## config.mk

```make
export PLATFORM = sky130hd
export DESIGN_NAME = multiplier_datapath_taint_track_word
export DESIGN_NICKNAME = d
export VERILOG_FILES = /design/src/rtl/multiplier_datapath_taint_track_word.sv
export SDC_FILE = /design/constraint.sdc
export NUM_CORES = 1
export LEC_CHECK = 0
export ABC_AREA = 1
export ABC_CLOCK_PERIOD_IN_PS = 1600
export BUFFER_PORTS_ARGS = -buffer_cell sky130_fd_sc_hd__buf_2
export CORE_MARGIN = 2
export CORE_UTILIZATION = 44
export CTS_CLUSTER_SIZE = 12
export DETAILED_ROUTE_END_ITERATION = 16
export GPL_TIMING_DRIVEN = 0
export PLACE_DENSITY = 0.73
export RECOVER_POWER = 50
export SYNTH_ARGS = -nofsm -noshare
export SYNTH_HDL_FRONTEND = slang
export SYNTH_SLANG_ARGS = --single-unit
```

## constraint.sdc

```tcl
create_clock -name clk -period 1.6 [get_ports clk]
set_clock_uncertainty 0.05 [all_clocks]
set_input_delay 0.16 -clock clk [delete_from_list [all_inputs] [get_ports clk]]
set_output_delay 0.16 -clock clk [all_outputs]
set_load 0.1 [all_outputs]
```

## src/rtl/multiplier_datapath_taint_track_word.sv

```systemverilog
// ---------------------------------------------------------------------------
// multiplier_datapath_taint_track_word
//
// Datapath half of a shift-and-add sequential multiplier. The control FSM
// drives the load/clear/add/shift strobes. This block holds the multiplicand
// (MD), multiplier (MR) and running-sum (RS) registers. It returns the
// multiplier register to the control so the FSM can choose add-or-skip.
//
// Every register carries one word-level taint bit. Taint is conservative: a
// tainted strobe taints every register it could have written, even when the
// strobe itself is low.
//
// Handshake: there is no valid/ready pair. Each strobe is sampled at the
// rising edge of clk and takes effect there. Outputs are pure register
// reads, so there is no combinational path from any input to any output.
//
// Ports
//   clk                   clock, rising edge
//   rst                   asynchronous, active-low reset
//   multiplicand[_t]      operand A and its taint
//   multiplier[_t]        operand B and its taint
//   mdld / mdld_t         load MD
//   mrld / mrld_t         load MR
//   rsclear / rsclear_t   clear RS
//   rsload / rsload_t     add MD into the upper half of RS
//   rsshr / rsshr_t       logical shift of RS right by one
//   multiplierReg[_t]     MR contents and its taint
//   product[_t]           RS[2*WIDTH-1:0] and the RS taint
//   illegal_op[_t]        sticky flag: more than one RS strobe in one cycle
// ---------------------------------------------------------------------------
module multiplier_datapath_taint_track_word #(
   parameter int WIDTH = 4
) (
   input  logic               clk,
   input  logic               rst,
   input  logic [WIDTH-1:0]   multiplicand,
   input  logic               multiplicand_t,
   input  logic [WIDTH-1:0]   multiplier,
   input  logic               multiplier_t,
   input  logic               mdld,
   input  logic               mdld_t,
   input  logic               mrld,
   input  logic               mrld_t,
   input  logic               rsclear,
   input  logic               rsclear_t,
   input  logic               rsload,
   input  logic               rsload_t,
   input  logic               rsshr,
   input  logic               rsshr_t,
   output logic [WIDTH-1:0]   multiplierReg,
   output logic               multiplierReg_t,
   output logic [2*WIDTH-1:0] product,
   output logic               product_t,
   output logic               illegal_op,
   output logic               illegal_op_t
);

   localparam int RSW = 2 * WIDTH + 1;

   // ---------------- state ----------------
   logic [WIDTH-1:0] md_q, md_d;
   logic             md_t_q, md_t_d;
   logic [WIDTH-1:0] mr_q, mr_d;
   logic             mr_t_q, mr_t_d;
   logic [RSW-1:0]   rs_q, rs_d;
   logic             rs_t_q, rs_t_d;
   logic             illegal_q, illegal_d;
   logic             illegal_t_q, illegal_t_d;

   // ---------------- helper terms ----------------
   logic             multi_strobe;  // two or more RS strobes in one cycle
   logic             rs_any_t;      // any RS strobe tainted
   logic             clean_clear;   // clear that is certain to happen
   logic [WIDTH:0]   rs_upper_sum;  // upper half plus MD, carry in MSB

   assign multi_strobe = (rsclear & rsload) | (rsclear & rsshr) | (rsload & rsshr);
   assign rs_any_t     = rsclear_t | rsload_t | rsshr_t;
   // Only an untainted clear, with no tainted competitor, can scrub RS taint.
   // A tainted load or shift might have been the real action that cycle.
   assign clean_clear  = rsclear & ~rs_any_t;
   // The add reads the registered MD. A simultaneous mdld only affects the
   // next cycle's add.
   assign rs_upper_sum = {1'b0, rs_q[2*WIDTH-1:WIDTH]} + {1'b0, md_q};

   // ---------------- MD / MR next state ----------------
   always_comb begin
      md_d   = md_q;
      md_t_d = md_t_q;
      if (mdld) begin
         md_d   = multiplicand;
         md_t_d = multiplicand_t;
      end
      // A tainted strobe might have loaded, so taint MD even when mdld is low.
      md_t_d = md_t_d | mdld_t;
   end

   always_comb begin
      mr_d   = mr_q;
      mr_t_d = mr_t_q;
      if (mrld) begin
         mr_d   = multiplier;
         mr_t_d = multiplier_t;
      end
      mr_t_d = mr_t_d | mrld_t;
   end

   // ---------------- RS next state ----------------
   // Priority order: clear, then add, then shift.
   always_comb begin
      rs_d = rs_q;
      if (rsclear) begin
         rs_d = '0;
      end else if (rsload) begin
         rs_d = {rs_upper_sum, rs_q[WIDTH-1:0]};
      end else if (rsshr) begin
         rs_d = rs_q >> 1;
      end
   end

   always_comb begin
      rs_t_d = 1'b0;
      if (!clean_clear) begin
         // A possible add pulls in the taint of MD.
         rs_t_d = rs_t_q | rs_any_t | ((rsload | rsload_t) & md_t_q);
      end
   end

   // ---------------- illegal_op ----------------
   // Sticky flag. mdld marks the start of a new operation and clears it.
   // A fresh violation in the same cycle wins over the clear.
   always_comb begin
      illegal_d   = illegal_q;
      illegal_t_d = illegal_t_q | rs_any_t | mdld_t;
      if (multi_strobe) begin
         illegal_d = 1'b1;
      end else if (mdld) begin
         illegal_d = 1'b0;
      end
      // An untainted mdld clears the taint. Any tainted RS strobe in this
      // cycle could still have set the flag, so its taint is kept.
      if (mdld && !mdld_t && !multi_strobe) begin
         illegal_t_d = rs_any_t;
      end
   end

   // ---------------- registers ----------------
   always_ff @(posedge clk or negedge rst) begin
      if (!rst) begin
         md_q        <= '0;
         md_t_q      <= 1'b0;
         mr_q        <= '0;
         mr_t_q      <= 1'b0;
         rs_q        <= '0;
         rs_t_q      <= 1'b0;
         illegal_q   <= 1'b0;
         illegal_t_q <= 1'b0;
      end else begin
         md_q        <= md_d;
         md_t_q      <= md_t_d;
         mr_q        <= mr_d;
         mr_t_q      <= mr_t_d;
         rs_q        <= rs_d;
         rs_t_q      <= rs_t_d;
         illegal_q   <= illegal_d;
         illegal_t_q <= illegal_t_d;
      end
   end

   // ---------------- outputs ----------------
   assign multiplierReg   = mr_q;
   assign multiplierReg_t = mr_t_q;
   assign product         = rs_q[2*WIDTH-1:0];
   assign product_t       = rs_t_q;
   assign illegal_op      = illegal_q;
   assign illegal_op_t    = illegal_t_q;

endmodule

```

==> results.yml <==
floorplan:
  die_height_um: 54.8
  initial_core_util_pct: 46.3
  die_width_um: 54.8
  num_rows: 18
  design.die.area_sq_um: 3010
  design.core.area_sq_um: 2450
  num_io_pins: 38
final_layout:
  antenna_cells: 0
  fillCellCount: 228
  sequential_cell_area_sq_um: 551
  final_layout_size_suffix_gt1_share_pct: 36.5
  layout_nets: 206
  syn_to_final_growth_pct: 32.3
  multiInputGateArea_sq_um: 449
  final_core_utilization_pct: 61.3
  finalInstanceArea_sq_um: 1510
placement:
  routabilityCongestion: 0.752
  place_area_sq_um: 1360
  io_buffer_count: 36
  detailed_place_hpwl_mm: 1.72
  pre_cts_slack_ns: -0.0485
detailed_routing:
  routed_wl_mm: 2.20
  post-route-drc-count: 0
  vias: 965
  drt-initial-drc-count: 5
  routed_wire_length_per_instance_um: 10.6
  route.detailed.vias_per_inst: 4.64
  drt.antenna.violating_nets: 0
  drt_pass1_iterations: 4
setup_path:
  critical_path_class: "reg2out"
  crit_required_ns: 1.39
  timing.critical_path.slowest_cell_delay_ns: 0.40
  critPathLaunchType: "flip-flop"
  timing.critical_path.to_type: "output pin"
  cpMaxStageDelayCell: "sky130_fd_sc_hd__dfrtp_1"
  worst_path_most_repeated_cell: "sky130_fd_sc_hd__buf_4"
  crit_chain: "buf_4 > buf_4 > buf_4 > clkbuf_4"
  crit_path_max_fo: 3
  crit_arrival_ns: 1.35
logic_synthesis:
  post_synth_main_area_contributors: "sky130_fd_sc_hd__dfrtp_1, sky130_fd_sc_hd__nand2_1, sky130_fd_sc_hd__inv_1"
  postSynth.topFlopCell: "sky130_fd_sc_hd__dfrtp_1"
  synthesis.nets: 155
  synth_area_per_cell_sq_um: 8.89
  synth-seq-cells: 22
  yosys_warnings: 0
  yosysTopAreaCellShare_pct: 48.4
  synth-async-reset-ratio_pct: 100
  synthMostInstantiatedCell: "sky130_fd_sc_hd__nand2_1"
  synth.yosys.seq_area_share_pct: 48.4
  synth_enable_flop_cells: 0
  netlist_top_cells_count: "sky130_fd_sc_hd__nand2_1, sky130_fd_sc_hd__dfrtp_1, sky130_fd_sc_hd__inv_1"
  yosysUniqueCellTypes: 22
  cell_taking_the_most_area_after_synthesis: "sky130_fd_sc_hd__dfrtp_1"
  synth.cell_area_sq_um: 1140
  postSynthCellCount: 128
global_routing:
  grt_use_met3_pct: 2.73
  met1_usage_pct: 22.8
  globalRouteTotalUtil_pct: 16.9
  grt_start_max_net_pins: 23
  number_of_antenna_violations_at_the_first_check_in_global_routing: 0
  grt_most_used_layer: "met2"
  grtUsageMet2_pct: 27.6
  globalRoute.totalOverflow: 0
  grt_pass1_vias: 873
  grt_pass1_wl_mm: 3.62
clock_network:
  clk_latency_ns: 0.30
  cts_inserted_buffers: 3
  clockRootBuffer: "sky130_fd_sc_hd__clkbuf_4"
  largest_buffer_count_on_any_clock_path: 2
  clk_pin_slew_worst_paths_ns: 0.12
  clock_sinks: 22
  htree_levels: 1
  tritoncts: "yes"
power_and_ir_drop:
  vdd_drop_max_uv: 798
  leakagePower_nw: 0.813
  report.power.total_mw: 1.47
  p_per_area_nw_per_um2: 979
timing:
  holdWs_ns: 0.0144
  hold_viol_final: 0
  slew_headroom_pct: 67.5
  timing_worst_slew_pin_value_ns: 0.491
  fmax_ghz: 0.642
  min_period_over_period_pct: 97.3
  finalMaxSlewViolations: 0
  timing.final.setup_violations: 0
  final.min_clock_period_ns: 1.56
  grt_setup_unrepaired: "yes"
  fin_ws_ns: 0.0425
worst_hold_path:
  holdCritPathClass: "in2reg"
outcome:
  status: "complete, no violations"
run:
  max-cap-violations: 0
[layout make-up]
| type | instances | share of cell area, % |
|---|---|---|
| Sequential cell | 22 | 36.6 |
| Multi-Input combinational cell | 78 | 29.8 |
| Timing Repair Buffer | 46 | 18.1 |
| Buffer | 9 | 4.74 |
| Inverter | 19 | 4.74 |
| Tap cell | 30 | 2.49 |
| Clock inverter | 1 | 2.00 |
| Clock buffer | 3 | 1.50 |
[metrics by stage]
step / TNS [ns] / instances
floorplan: 0 / 128
global placement: 0 / 194
detailed placement: -0.0485 / 194
CTS: 0 / 205
global route: -0.0162 / 208
finish: 0 / 208
[cells by family (layout without fill, tap and decap cells)]
group,count (synthesis),after routing,synth area share [%]
AND/OR/NAND/NOR,47,47,17.8
buffers and inverters,28,78,12.5
AO/OA/AOI/OAI,22,22,11.1
multiplexers,4,4,3.96
adder cells (fa/ha/maj),5,5,6.16
flip-flops,22,22,48.4
[worst max-delay path, delay by kind of cell, from the launching register on]
kind	cells	cell delay [ns]
flops	1	0.40
buf+inv	4	0.65
[power breakdown]
| part | switching (mW) | total [mW] | internal (mW) |
|---|---|---|---|
| clock | 0.167 | 0.420 | 0.253 |
| combinational | 0.312 | 0.440 | 0.128 |
| sequential | 0.0223 | 0.614 | 0.592 |
| total | 0.501 | 1.47 | 0.973 |
[flip-flops by register name (all words and copies together), names as in the netlist]
signal,count
product_t,1
multiplierReg_t,1
md_q,4
rs_q,9
illegal_op,1
illegal_op_t,1
md_t_q,1
multiplierReg,4
[placed cells by master, fill, tap and decap left out]
master and count:
sky130_fd_sc_hd__ha_1 3, sky130_fd_sc_hd__buf_6 1, sky130_fd_sc_hd__bufinv_16 1, sky130_fd_sc_hd__inv_1 17, sky130_fd_sc_hd__clkbuf_4 4, sky130_fd_sc_hd__nor2_2 1
sky130_fd_sc_hd__dfrtp_1 22, sky130_fd_sc_hd__mux2_2 4, sky130_fd_sc_hd__fa_2 1, sky130_fd_sc_hd__nand3_1 8, sky130_fd_sc_hd__nand2_1 31, sky130_fd_sc_hd__a22oi_1 1
sky130_fd_sc_hd__o21ai_0 4, sky130_fd_sc_hd__ha_2 1, sky130_fd_sc_hd__buf_4 12, sky130_fd_sc_hd__a21o_1 1, sky130_fd_sc_hd__o21ai_2 1, sky130_fd_sc_hd__a22o_1 1
sky130_fd_sc_hd__nor2_4 1, sky130_fd_sc_hd__inv_2 2, sky130_fd_sc_hd__a21oi_1 6, sky130_fd_sc_hd__o22ai_1 3, sky130_fd_sc_hd__buf_2 35, sky130_fd_sc_hd__o21ai_1 5
sky130_fd_sc_hd__nor2_1 5, sky130_fd_sc_hd__nor3_2 1, sky130_fd_sc_hd__dlygate4sd3_1 6
[routing by layer]
layer | vias to the layer above | wire length, um
met5 | - | 0
met2 | 21 | 1100
li1 | 504 | -
met1 | 438 | 1010
met4 | 0 | 17
met3 | 2 | 77
[repair_timing]
action                                 4_1_cts  5_1_grt
hold buffers                                 6        0
gates resized for setup                      0        3
endpoints found under the hold margin       27        0
setup buffers                                1        3
setup endpoints to repair                    1        2
[worst paths after layout]
kind,from,to,slack [ns],cells after the start
worst max-delay path,rs_q[4],product[4],0.04,4
worst min-delay path,multiplier_t,multiplierReg_t,0.01,3
worst max register to register,rs_q[4],rs_q[6],0.08,8
worst min register to register,md_q[2],md_q[2],0.44,2
max in group asynchronous,rst,multiplierReg[3],0.91,2
min in group asynchronous,rst,multiplierReg_t,0.27,2
(Power assumes the default switching activity.)
